**src/rtl/aes_key_schedule_if.sv**
```systemverilog
// Key-schedule port bundle: start/key toward the engine, round-key stream back.
// AES_KS_STORE_EN adds the round-key store read port (rd_round/rd_key).
interface aes_key_schedule_if #(
    parameter int unsigned KEY_BITS = 128
);
    logic                start;
    logic [KEY_BITS-1:0] key_in;
    logic                busy;
    logic                rk_valid;
    logic [3:0]          rk_round;
    logic [127:0]        rk_out;
    logic                done;
`ifdef AES_KS_STORE_EN
    logic [3:0]          rd_round;
    logic [127:0]        rd_key;

    modport master (output start, key_in, rd_round,
                    input  busy, rk_valid, rk_round, rk_out, done, rd_key);
    modport slave  (input  start, key_in, rd_round,
                    output busy, rk_valid, rk_round, rk_out, done, rd_key);
`else
    modport master (output start, key_in,
                    input  busy, rk_valid, rk_round, rk_out, done);
    modport slave  (input  start, key_in,
                    output busy, rk_valid, rk_round, rk_out, done);
`endif
endinterface

```
**src/rtl/aes_key_schedule.sv**
```systemverilog
// Iterative AES-128/192/256 key expansion, one schedule word per clock.
// Optional round-key store with read port when AES_KS_STORE_EN is defined.
module aes_key_schedule #(
    parameter int unsigned KEY_BITS = 128
) (
    input logic              clk,
    input logic              rst_n,
    aes_key_schedule_if.slave ks
);
    localparam int unsigned NK   = KEY_BITS / 32;
    localparam int unsigned NR   = NK + 6;
    localparam int unsigned LAST = 4 * (NR + 1) - 1;

    if (KEY_BITS != 128 && KEY_BITS != 192 && KEY_BITS != 256) begin : g_bad_key_bits
        $error("aes_key_schedule: KEY_BITS must be 128, 192 or 256");
    end

    function automatic logic [7:0] xtime(input logic [7:0] a);
        return {a[6:0], 1'b0} ^ (a[7] ? 8'h1b : 8'h00);
    endfunction

    function automatic logic [7:0] gf_mul(input logic [7:0] a, input logic [7:0] b);
        logic [7:0] p;
        logic [7:0] x;
        p = 8'h00;
        x = a;
        for (int k = 0; k < 8; k++) begin
            if (b[k]) p = p ^ x;
            x = xtime(x);
        end
        return p;
    endfunction

    // Inverse as a^254 (maps 0 to 0), then the AES affine transform.
    function automatic logic [7:0] sbox(input logic [7:0] a);
        logic [7:0] sq;
        logic [7:0] inv;
        sq  = a;
        inv = 8'h01;
        for (int k = 0; k < 7; k++) begin
            sq  = gf_mul(sq, sq);
            inv = gf_mul(inv, sq);
        end
        return inv ^ {inv[6:0], inv[7]} ^ {inv[5:0], inv[7:6]} ^
               {inv[4:0], inv[7:5]} ^ {inv[3:0], inv[7:4]} ^ 8'h63;
    endfunction

    typedef enum logic [0:0] {StIdle, StGen} state_e;

    state_e       state_q;
    logic [31:0]  win_q [NK];
    logic [5:0]   idx_q;
    logic [2:0]   kc_q;
    logic [7:0]   rcon_q;
    logic [95:0]  asm_q;
    logic         busy_q;
    logic         rk_valid_q;
    logic [3:0]   rk_round_q;
    logic [127:0] rk_out_q;
    logic         done_q;

    logic [31:0]  prev;
    logic [31:0]  sub_in;
    logic [31:0]  sub_out;
    logic [31:0]  t;
    logic [31:0]  w_new;
    logic         accept;
    logic         rk_wr;

    assign accept = (state_q == StIdle) && ks.start;
    assign rk_wr  = (state_q == StGen) && (idx_q[1:0] == 2'd3);

    // Single shared SubWord: RotWord is applied in front of it only on i mod Nk == 0.
    always_comb begin
        prev    = win_q[NK-1];
        sub_in  = (kc_q == 3'd0) ? {prev[23:0], prev[31:24]} : prev;
        sub_out = '0;
        for (int b = 0; b < 4; b++) sub_out[8*b +: 8] = sbox(sub_in[8*b +: 8]);
        if (kc_q == 3'd0)                  t = sub_out ^ {rcon_q, 24'h0};
        else if (NK == 8 && kc_q == 3'd4)  t = sub_out;
        else                               t = prev;
        w_new = (idx_q < 6'(NK)) ? win_q[0] : (win_q[0] ^ t);
    end

    always_ff @(posedge clk or negedge rst_n) begin
        if (!rst_n) begin
            state_q    <= StIdle;
            for (int j = 0; j < NK; j++) win_q[j] <= '0;
            idx_q      <= '0;
            kc_q       <= '0;
            rcon_q     <= 8'h01;
            asm_q      <= '0;
            busy_q     <= 1'b0;
            rk_valid_q <= 1'b0;
            rk_round_q <= '0;
            rk_out_q   <= '0;
            done_q     <= 1'b0;
        end else begin
            rk_valid_q <= 1'b0;
            done_q     <= 1'b0;
            case (state_q)
                StIdle: begin
                    if (ks.start) begin
                        for (int j = 0; j < NK; j++) win_q[j] <= ks.key_in[KEY_BITS-1-32*j -: 32];
                        idx_q   <= '0;
                        kc_q    <= '0;
                        rcon_q  <= 8'h01;
                        busy_q  <= 1'b1;
                        state_q <= StGen;
                    end
                end
                StGen: begin
                    // Key words rotate through the window, so it wraps back into order at i = Nk.
                    for (int j = 0; j < NK - 1; j++) win_q[j] <= win_q[j+1];
                    win_q[NK-1] <= w_new;
                    asm_q       <= {asm_q[63:0], w_new};
                    if (idx_q >= 6'(NK) && kc_q == 3'd0) rcon_q <= xtime(rcon_q);
                    kc_q  <= (kc_q == 3'(NK - 1)) ? 3'd0 : kc_q + 3'd1;
                    idx_q <= idx_q + 6'd1;
                    if (idx_q[1:0] == 2'd3) begin
                        rk_out_q   <= {asm_q, w_new};
                        rk_round_q <= idx_q[5:2];
                        rk_valid_q <= 1'b1;
                    end
                    if (idx_q == 6'(LAST)) begin
                        done_q  <= 1'b1;
                        busy_q  <= 1'b0;
                        state_q <= StIdle;
                    end
                end
                default: state_q <= StIdle;
            endcase
        end
    end

    assign ks.busy     = busy_q;
    assign ks.rk_valid = rk_valid_q;
    assign ks.rk_round = rk_round_q;
    assign ks.rk_out   = rk_out_q;
    assign ks.done     = done_q;

`ifdef AES_KS_STORE_EN
    logic [127:0] mem_q [NR+1];
    logic [NR:0]  vld_q;
    logic [127:0] rd_key_q;
    logic [127:0] rd_next;

    always_ff @(posedge clk) begin
        if (rk_wr) mem_q[idx_q[5:2]] <= {asm_q, w_new};
    end

    always_comb begin
        rd_next = '0;
        for (int r = 0; r <= NR; r++) begin
            if (ks.rd_round == 4'(r) && vld_q[r]) rd_next = mem_q[r];
        end
    end

    // A read coinciding with start sees the store as already cleared.
    always_ff @(posedge clk or negedge rst_n) begin
        if (!rst_n) begin
            vld_q    <= '0;
            rd_key_q <= '0;
        end else begin
            if (accept)     vld_q <= '0;
            else if (rk_wr) vld_q[idx_q[5:2]] <= 1'b1;
            rd_key_q <= accept ? '0 : rd_next;
        end
    end

    assign ks.rd_key = rd_key_q;
`endif
endmodule
```
**src/flat_wrapper.sv**
```systemverilog
// flat-port wrapper written by rule: the top's interface ports become plain ports
module aes_key_schedule_flat 
#(
    parameter int unsigned KEY_BITS = 128
)
  (clk, rst_n, ks_start, ks_key_in, ks_busy, ks_rk_valid, ks_rk_round, ks_rk_out, ks_done);
  aes_key_schedule_if #(.KEY_BITS(KEY_BITS)) ks_i ();
  input logic clk;
  input logic rst_n;
  input wire logic [$bits(ks_i.start)-1:0] ks_start;
  input wire logic [$bits(ks_i.key_in)-1:0] ks_key_in;
  output wire logic [$bits(ks_i.busy)-1:0] ks_busy;
  output wire logic [$bits(ks_i.rk_valid)-1:0] ks_rk_valid;
  output wire logic [$bits(ks_i.rk_round)-1:0] ks_rk_round;
  output wire logic [$bits(ks_i.rk_out)-1:0] ks_rk_out;
  output wire logic [$bits(ks_i.done)-1:0] ks_done;
  assign ks_i.start = ks_start;
  assign ks_i.key_in = ks_key_in;
  assign ks_busy = ks_i.busy;
  assign ks_rk_valid = ks_i.rk_valid;
  assign ks_rk_round = ks_i.rk_round;
  assign ks_rk_out = ks_i.rk_out;
  assign ks_done = ks_i.done;
  aes_key_schedule #(.KEY_BITS(KEY_BITS)) u_core (.clk(clk), .rst_n(rst_n), .ks(ks_i));
endmodule
```
**config.mk**
```make
export PLATFORM = sky130hd
export DESIGN_NAME = aes_key_schedule_flat
export DESIGN_NICKNAME = d
export VERILOG_FILES = /design/src/rtl/aes_key_schedule_if.sv /design/src/rtl/aes_key_schedule.sv /design/src/flat_wrapper.sv
export SDC_FILE = /design/constraint.sdc
export NUM_CORES = 2
export LEC_CHECK = 0
export ABC_AREA = 0
export BUFFER_PORTS_ARGS = -buffer_cell sky130_fd_sc_hd__buf_2
export CAP_MARGIN = 10
export CORE_ASPECT_RATIO = 0.7
export CORE_MARGIN = 10
export CORE_UTILIZATION = 50
export DETAILED_ROUTE_END_ITERATION = 8
export GPL_ROUTABILITY_DRIVEN = 0
export PLACE_DENSITY = 0.67
export SYNTH_ARGS = -nofsm -noshare
export SYNTH_HDL_FRONTEND = slang
export SYNTH_SLANG_ARGS = --single-unit
```
**constraint.sdc**
```tcl
create_clock -name clk -period 20.4 [get_ports clk]
set_clock_uncertainty 0.15 [all_clocks]
set_input_delay 6.12 -clock clk [delete_from_list [all_inputs] [get_ports clk]]
set_output_delay 6.12 -clock clk [all_outputs]
set_load 0.02 [all_outputs]
```
* Yosys cells after proc, flatten, opt, wreduce, memory -nomap -nowiden *
Index checks and enable logic that the tools add are counted.

cells by class
  add/sub/neg operators = 2
  order comparisons = 2
  eq/ne operators = 6
  multiplexer cells = 836
  bitwise gates (word level) = 780
  reductions and logical operators = 5

operator list
  operator               count
  $xor A8 B8 Y8          745
  $mux W8                422
  $mux W5                369
  $pmux W128 S2          1
  $mux W128              1
  $mux W32               3
  $xor A32 B32 Y32       2
  $mux W6                5
  $mux W7                4
  $not A1 Y1 const A     28
  $mux W3                6
  $mux W4                4
  $not A4 Y4             4
  $pmux W8 S2            1
  $mux W1                12
  $pmux W6 S2            1
  $mux W2                4
  $add A6 B1 Y6 const B  1
  $eq A6 B6 Y1 const B   1
  $ge A6 B3 Y1 const B   1
  $lt A6 B3 Y1 const B   1
  $ne A2 B2 Y1 const B   3
  $pmux W3 S2            1
  $reduce_and A2 Y1      3
  7 further kinds        8

storage, ports and cells
  bits in registers = 377
  input bits = 131

* Logic depth before layout (Yosys ltp) *
  word-level depth = 139
  mapped depth = 83
  gate-level depth less buffers = 65

* Worst setup path before layout *
No wires, ideal clock.

  kind = reg2reg
  start = register u_core.kc_q[0]
  end = register u_core.win_q, in the netlist u_core.prev[30]
  setup time = 0.123 ns
  arrival = 17.579 ns
  required time = 20.127 ns
  path slack = 2.548 ns
  cell stages (with the launch flop) = 80
  path buffers = 16
  period minus slack after synthesis = 17.852 ns
  path through = dfrtp_1 inv_1 ha_1 buf_4 nand2b_1 buf_6 buf_6 buf_6 buf_6 buf_6 buf_6 clkbuf_1 clkbuf_1 nand2_1 nand2_1 ha_1 buf_2 nor2b_1 [... 44 more ...] nand2_1 o21ai_1 o22ai_1 xnor3_1 xor2_2 xor2_2 xnor2_1 xnor2_2 a211oi_1 a21oi_1 xnor2_1 xnor3_1 xor2_1 xnor3_1 a21oi_1 xnor2_1 and2_1 a21oi_1

between the ends
  cells in the longest elaborated chain, start to end = 136
  elaborated cells on any way between the ends = 397
  classes of those cells = mux (207); bitwise (189); reduce/logical (1)

ends and longest elaborated chain
  what                            RTL line                                        RTL
  start: declaration              aes_key_schedule.sv:53                          logic [2:0] kc_q;
  start signal: assignment        aes_key_schedule.sv:118                         kc_q <= (kc_q == 3'(NK - 1)) ? 3'd0 : kc_q + 3'd1;
  $logic_not A3 Y1 *              aes_key_schedule.sv:76, aes_key_schedule.sv:79
  $mux W32                        aes_key_schedule.sv:76                          sub_in = (kc_q == 3'd0) ? {prev[23:0], prev[31:24]} : prev;
  $mux W5                         aes_key_schedule.sv:19                          return {a[6:0], 1'b0} ^ (a[7] ? 8'h1b : 8'h00);
  $xor A8 B8 Y8                   aes_key_schedule.sv:19
  $xor A8 B8 Y8                   aes_key_schedule.sv:28                          if (b[k]) p = p ^ x;
  $mux W8                         aes_key_schedule.sv:28
  $xor A8 B8 Y8                   aes_key_schedule.sv:28
  $mux W8                         aes_key_schedule.sv:28
  [... 118 more ...]              -
  $xor A8 B8 Y8 (3 in series)     aes_key_schedule.sv:44                          return inv ^ {inv[6:0], inv[7]} ^ {inv[5:0], inv[7:6]} ^
  $xor A8 B8 Y8                   aes_key_schedule.sv:45                          {inv[4:0], inv[7:5]} ^ {inv[3:0], inv[7:4]} ^ 8'h63;
  $not A4 Y4 (no line)            -
  $xor A32 B32 Y32                aes_key_schedule.sv:79                          if (kc_q == 3'd0) t = sub_out ^ {rcon_q, 24'h0};
  $mux W32 *                      aes_key_schedule.sv:79
  $xor A32 B32 Y32 *              aes_key_schedule.sv:82                          w_new = (idx_q < 6'(NK)) ? win_q[0] : (win_q[0] ^ t);
  $mux W32 *                      aes_key_schedule.sv:82
  $pmux W128 S2 *                 aes_key_schedule.sv:101                         case (state_q)
  end signal: indexed assignment  aes_key_schedule.sv:115                         win_q[NK-1] <= w_new;
  end: declaration                aes_key_schedule.sv:51                          logic [31:0] win_q [NK];

Every way passes the cells marked *; elsewhere a longest branch is shown, timed or not.
A chain may end at the register's enable or synchronous reset.

* Worst setup path in the final report *
  start = register u_core.kc_q[0]
  end = register u_core.asm_q[5]

between the ends
  cells in the longest elaborated chain, start to end = 135
  elaborated cells on any way between the ends = 396
  classes of those cells = mux (206); bitwise (189); reduce/logical (1)

ends and longest elaborated chain
  what                                      RTL line                                        RTL
  $logic_not A3 Y1 *                        aes_key_schedule.sv:76, aes_key_schedule.sv:79
  $mux W32                                  aes_key_schedule.sv:76
  $mux W5, or another cell as far along     aes_key_schedule.sv:19
  $xor A8 B8 Y8, on equally long branches   aes_key_schedule.sv:19, aes_key_schedule.sv:28
  $xor A8 B8 Y8 or $mux W8 (tied branches)  aes_key_schedule.sv:28
  $mux W8 or $xor A8 B8 Y8 (tied branches)  aes_key_schedule.sv:28
  $xor A8 B8 Y8 or $mux W8 (tied branches)  aes_key_schedule.sv:28
  $mux W8 or $xor A8 B8 Y8 (tied branches)  aes_key_schedule.sv:28
  [... 117 more ...]                        -
  $mux W8                                   aes_key_schedule.sv:28
  $xor A8 B8 Y8 (3 in series)               aes_key_schedule.sv:44
  $xor A8 B8 Y8                             aes_key_schedule.sv:45
  $not A4 Y4 (no line)                      -
  $xor A32 B32 Y32                          aes_key_schedule.sv:79
  $mux W32 *                                aes_key_schedule.sv:79
  $xor A32 B32 Y32 *                        aes_key_schedule.sv:82
  $mux W32 *                                aes_key_schedule.sv:82
  end signal: assignment                    aes_key_schedule.sv:116                         asm_q <= {asm_q[63:0], w_new};
  end: declaration                          aes_key_schedule.sv:55                          logic [95:0] asm_q;

Marks and branches as above.

==> run metrics <==
share of cells above drive strength 1 12.53%; clock buffer depth 3; first drt pass iteration count 6; largest net degree at the start of global routing 201; Clock Latency Late Sink 590 ps; via count roughly 66000; number of I/O port buffers 265; Initial Utilization 50.42%; CP max stage cell mux2i_4; Period minus WS final 19420 ps; Hold Crit Class flip-flop to flip-flop; most common flop cell mapped by yosys dfrtp_1; GRT met2 Usage approximately two fifths; Die Area around 160000 um2; die height about 340 um; Critical Path Max Stage Delay between 700 and 800 ps; fin area 76410 um2; WP data required 20660 ps; fillers around 13000; average wire per standard cell 20.89 um; post-synthesis average cell area 7.898 um2; Layout area overhead 7.693%; initial antenna violation count 11; Worst setup EP type flip-flop; global-route wire length before repair 358800 um; kind of critical path flip-flop to flip-flop; # IOs 266; number of synthesized flops with an enable pin 0; Ys Warns 0; DPL Wire Length 170000 um; maximum fanout along the worst path 55; CTS Hold Bufs 0; Post-Syn Area 70960 um2; H-tree levels 2; Clock transition at path regs roughly 60 ps; Post-synth ARST share 100.0%; TritonCTS clock tree done; worst relative slew slack 15.46%; Peak Freq 51.49 MHz; max-cap check violation count 0; Global Route Usage Sum between 20% and 30%; Distinct cells, synth 116; Core Region 140700 um2; Storage cell area 9439 um2; number of global-route vias before repair 60990; busiest layer in global routing met1; GR Layer Usage met3 around 4.3%; Die X about 470 um; CP most frequent cell xnor2_1; final setup vio count 0; RSZ-0062 raised after global routing false; # nets final 9166; DRT antenna net count 0; max-slew violations 0; Post-Synthesis Cells 8984; root buffer cell clkbuf_16; via-per-instance ratio 5.996; Core Rows 115; remaining global-route overflow 0; Placed Area 74700 um2; syn nets approximately 9100; #FFs+latches synth 377; Seq/Total Area, Yosys between 10% and 20%; Final Hold Fails 0; Worst Max-Slew Pin Slew 1259 ps; final period utilization between 90% and 100%; TritonCTS Sinks 377; Inserted Clock Buffers 41; Post-Route WL 228200 um; routing usage on met1 41.09%; Detailed Route Iter0 Violations 7803; footprint of the multi-input gates roughly 59000 um2; status complete, no violations; CP startpoint kind flip-flop; # DRC 0; crit path DAT 19680 ps
-- layout make-up --
| cell class | instances | share of cell area (%) |
|---|---|---|
| Multi-Input combinational cell | 7927 | 77.45 |
| Sequential cell | 377 | 12.35 |
| Clock inverter | 14 | 0.2423 |
| Tap cell | 1872 | 3.065 |
| Inverter | 96 | 0.4732 |
| Antenna cell | 12 | 0.03930 |
| Timing Repair Buffer | 569 | 4.775 |
| Clock buffer | 58 | 1.598 |
-- stage by stage --
step	hold slack, ps	TNS, ps	std cells	setup slack, ps	utilization (%)
after floorplan	284.8	0	8984	2548	-
after global placement	290.9	0	10840	147.0	53.08
after detailed placement	297.2	-4431	10840	-461.9	53.08
after CTS	314.3	0	10910	107.6	54.10
after global routing	344.0	0	10920	24.12	54.29
final	311.5	0	10930	977.2	54.30
-- logic make-up after synthesis --
| logic type | Yosys count | synth area share (%) |
|---|---|---|
| mux | 472 | 7.177 |
| buf+inv | 680 | 4.213 |
| fa+ha+maj | 25 | 0.4338 |
| simple gates | 3128 | 18.65 |
| xor+xnor | 2617 | 41.13 |
| flops | 377 | 13.30 |
| compound gates | 1685 | 15.10 |
-- layer usage --
layer,vias up,routed length [um]
li1,30590,-
met1,31600,104700
met2,3014,96310
met3,309,20500
met4,2,6705
met5,-,11
-- critical path: cells and delay by family (launching register included) --
kind,cells,cell delay [ps]
simple gates,8,1550
flops,1,380
compound gates,10,2700
mux,2,950
xor+xnor,30,11390
buf+inv,5,1300
fa+ha+maj,2,720
-- Yosys cell counts (all sizes together), types with 41 or more instances --
| cell | instances | area, um2 |
|---|---|---|
| xnor2 | 1772 | 16530 |
| nand2 | 1221 | 4596 |
| nor2 | 1208 | 4554 |
| xor2 | 499 | 4768 |
| o21ai | 469 | 2355 |
| a21oi | 422 | 2146 |
| clkbuf | 377 | 1418 |
| dfrtp | 376 | 9409 |
| mux2i | 344 | 3595 |
| xnor3 | 305 | 6900 |
| buf | 207 | 1211 |
| nor3 | 171 | 860.8 |
| nand3 | 149 | 745.7 |
| o22ai | 126 | 794.5 |
| mux2 | 123 | 1385 |
| a211oi | 117 | 883.4 |
| nor2b | 88 | 550.5 |
| inv | 87 | 326.6 |
| a31oi | 74 | 475.5 |
| nand2b | 63 | 394.1 |
| o211ai | 63 | 473.0 |
| and2 | 50 | 315.3 |
| a22oi | 43 | 341.6 |
| xor3 | 41 | 978.4 |
-- sequential cells by signal, summed over array words and instances, names as in the netlist --
signal and cells:
u_core.ks.rk_out 128, u_core.asm_q 96, u_core.win_q 96, u_core.prev 32, u_core.rcon_q 8, u_core.idx_q 6
u_core.ks.rk_round 4, u_core.kc_q 3, u_core.ks.busy 1, u_core.ks.done 1, u_core.ks.rk_valid 1, u_core.state_q 1
-- worst paths after layout --
check                                 start                    to  slack (ps)  depth (start not counted)
max                          u_core.kc_q[0]       u_core.asm_q[5]         980                         57
min                        u_core.asm_q[67]  u_core.ks.rk_out[99]         310                          2
max reg2reg                  u_core.kc_q[0]       u_core.asm_q[5]         980                         57
min reg2reg                u_core.asm_q[67]  u_core.ks.rk_out[99]         310                          2
max in group asynchronous             rst_n     u_core.win_q[116]       11400                          4
min in group asynchronous             rst_n  u_core.ks.rk_out[99]        5490                          1
-- what timing repair did --
item,4_1_cts,5_1_grt
pin swaps,0,1
gates resized for setup,3,30
buffers inserted,0,5
endpoints found under the setup margin,17,79
-- placed cells by master, fill, tap and decap left out, types with 62 or more instances in the layout --
| cell | n |
|---|---|
| a211oi_1 | 115 |
| a21oi_1 | 413 |
| a31oi_1 | 72 |
| buf_2 | 264 |
| buf_4 | 300 |
| dfrtp_1 | 375 |
| inv_1 | 70 |
| mux2_2 | 117 |
| mux2i_1 | 325 |
| nand2_1 | 1215 |
| nand2b_1 | 62 |
| nand3_1 | 149 |
| nor2_1 | 1202 |
| nor2b_1 | 87 |
| nor3_1 | 170 |
| o211ai_1 | 63 |
| o21ai_0 | 423 |
| o22ai_1 | 125 |
| xnor2_1 | 1609 |
| xnor2_2 | 138 |
| xnor3_1 | 278 |
| xor2_1 | 436 |
Power is left out: the tool's default activity adds up to more than one toggle a clock period on the data nets, which glitch-free logic cannot reach.
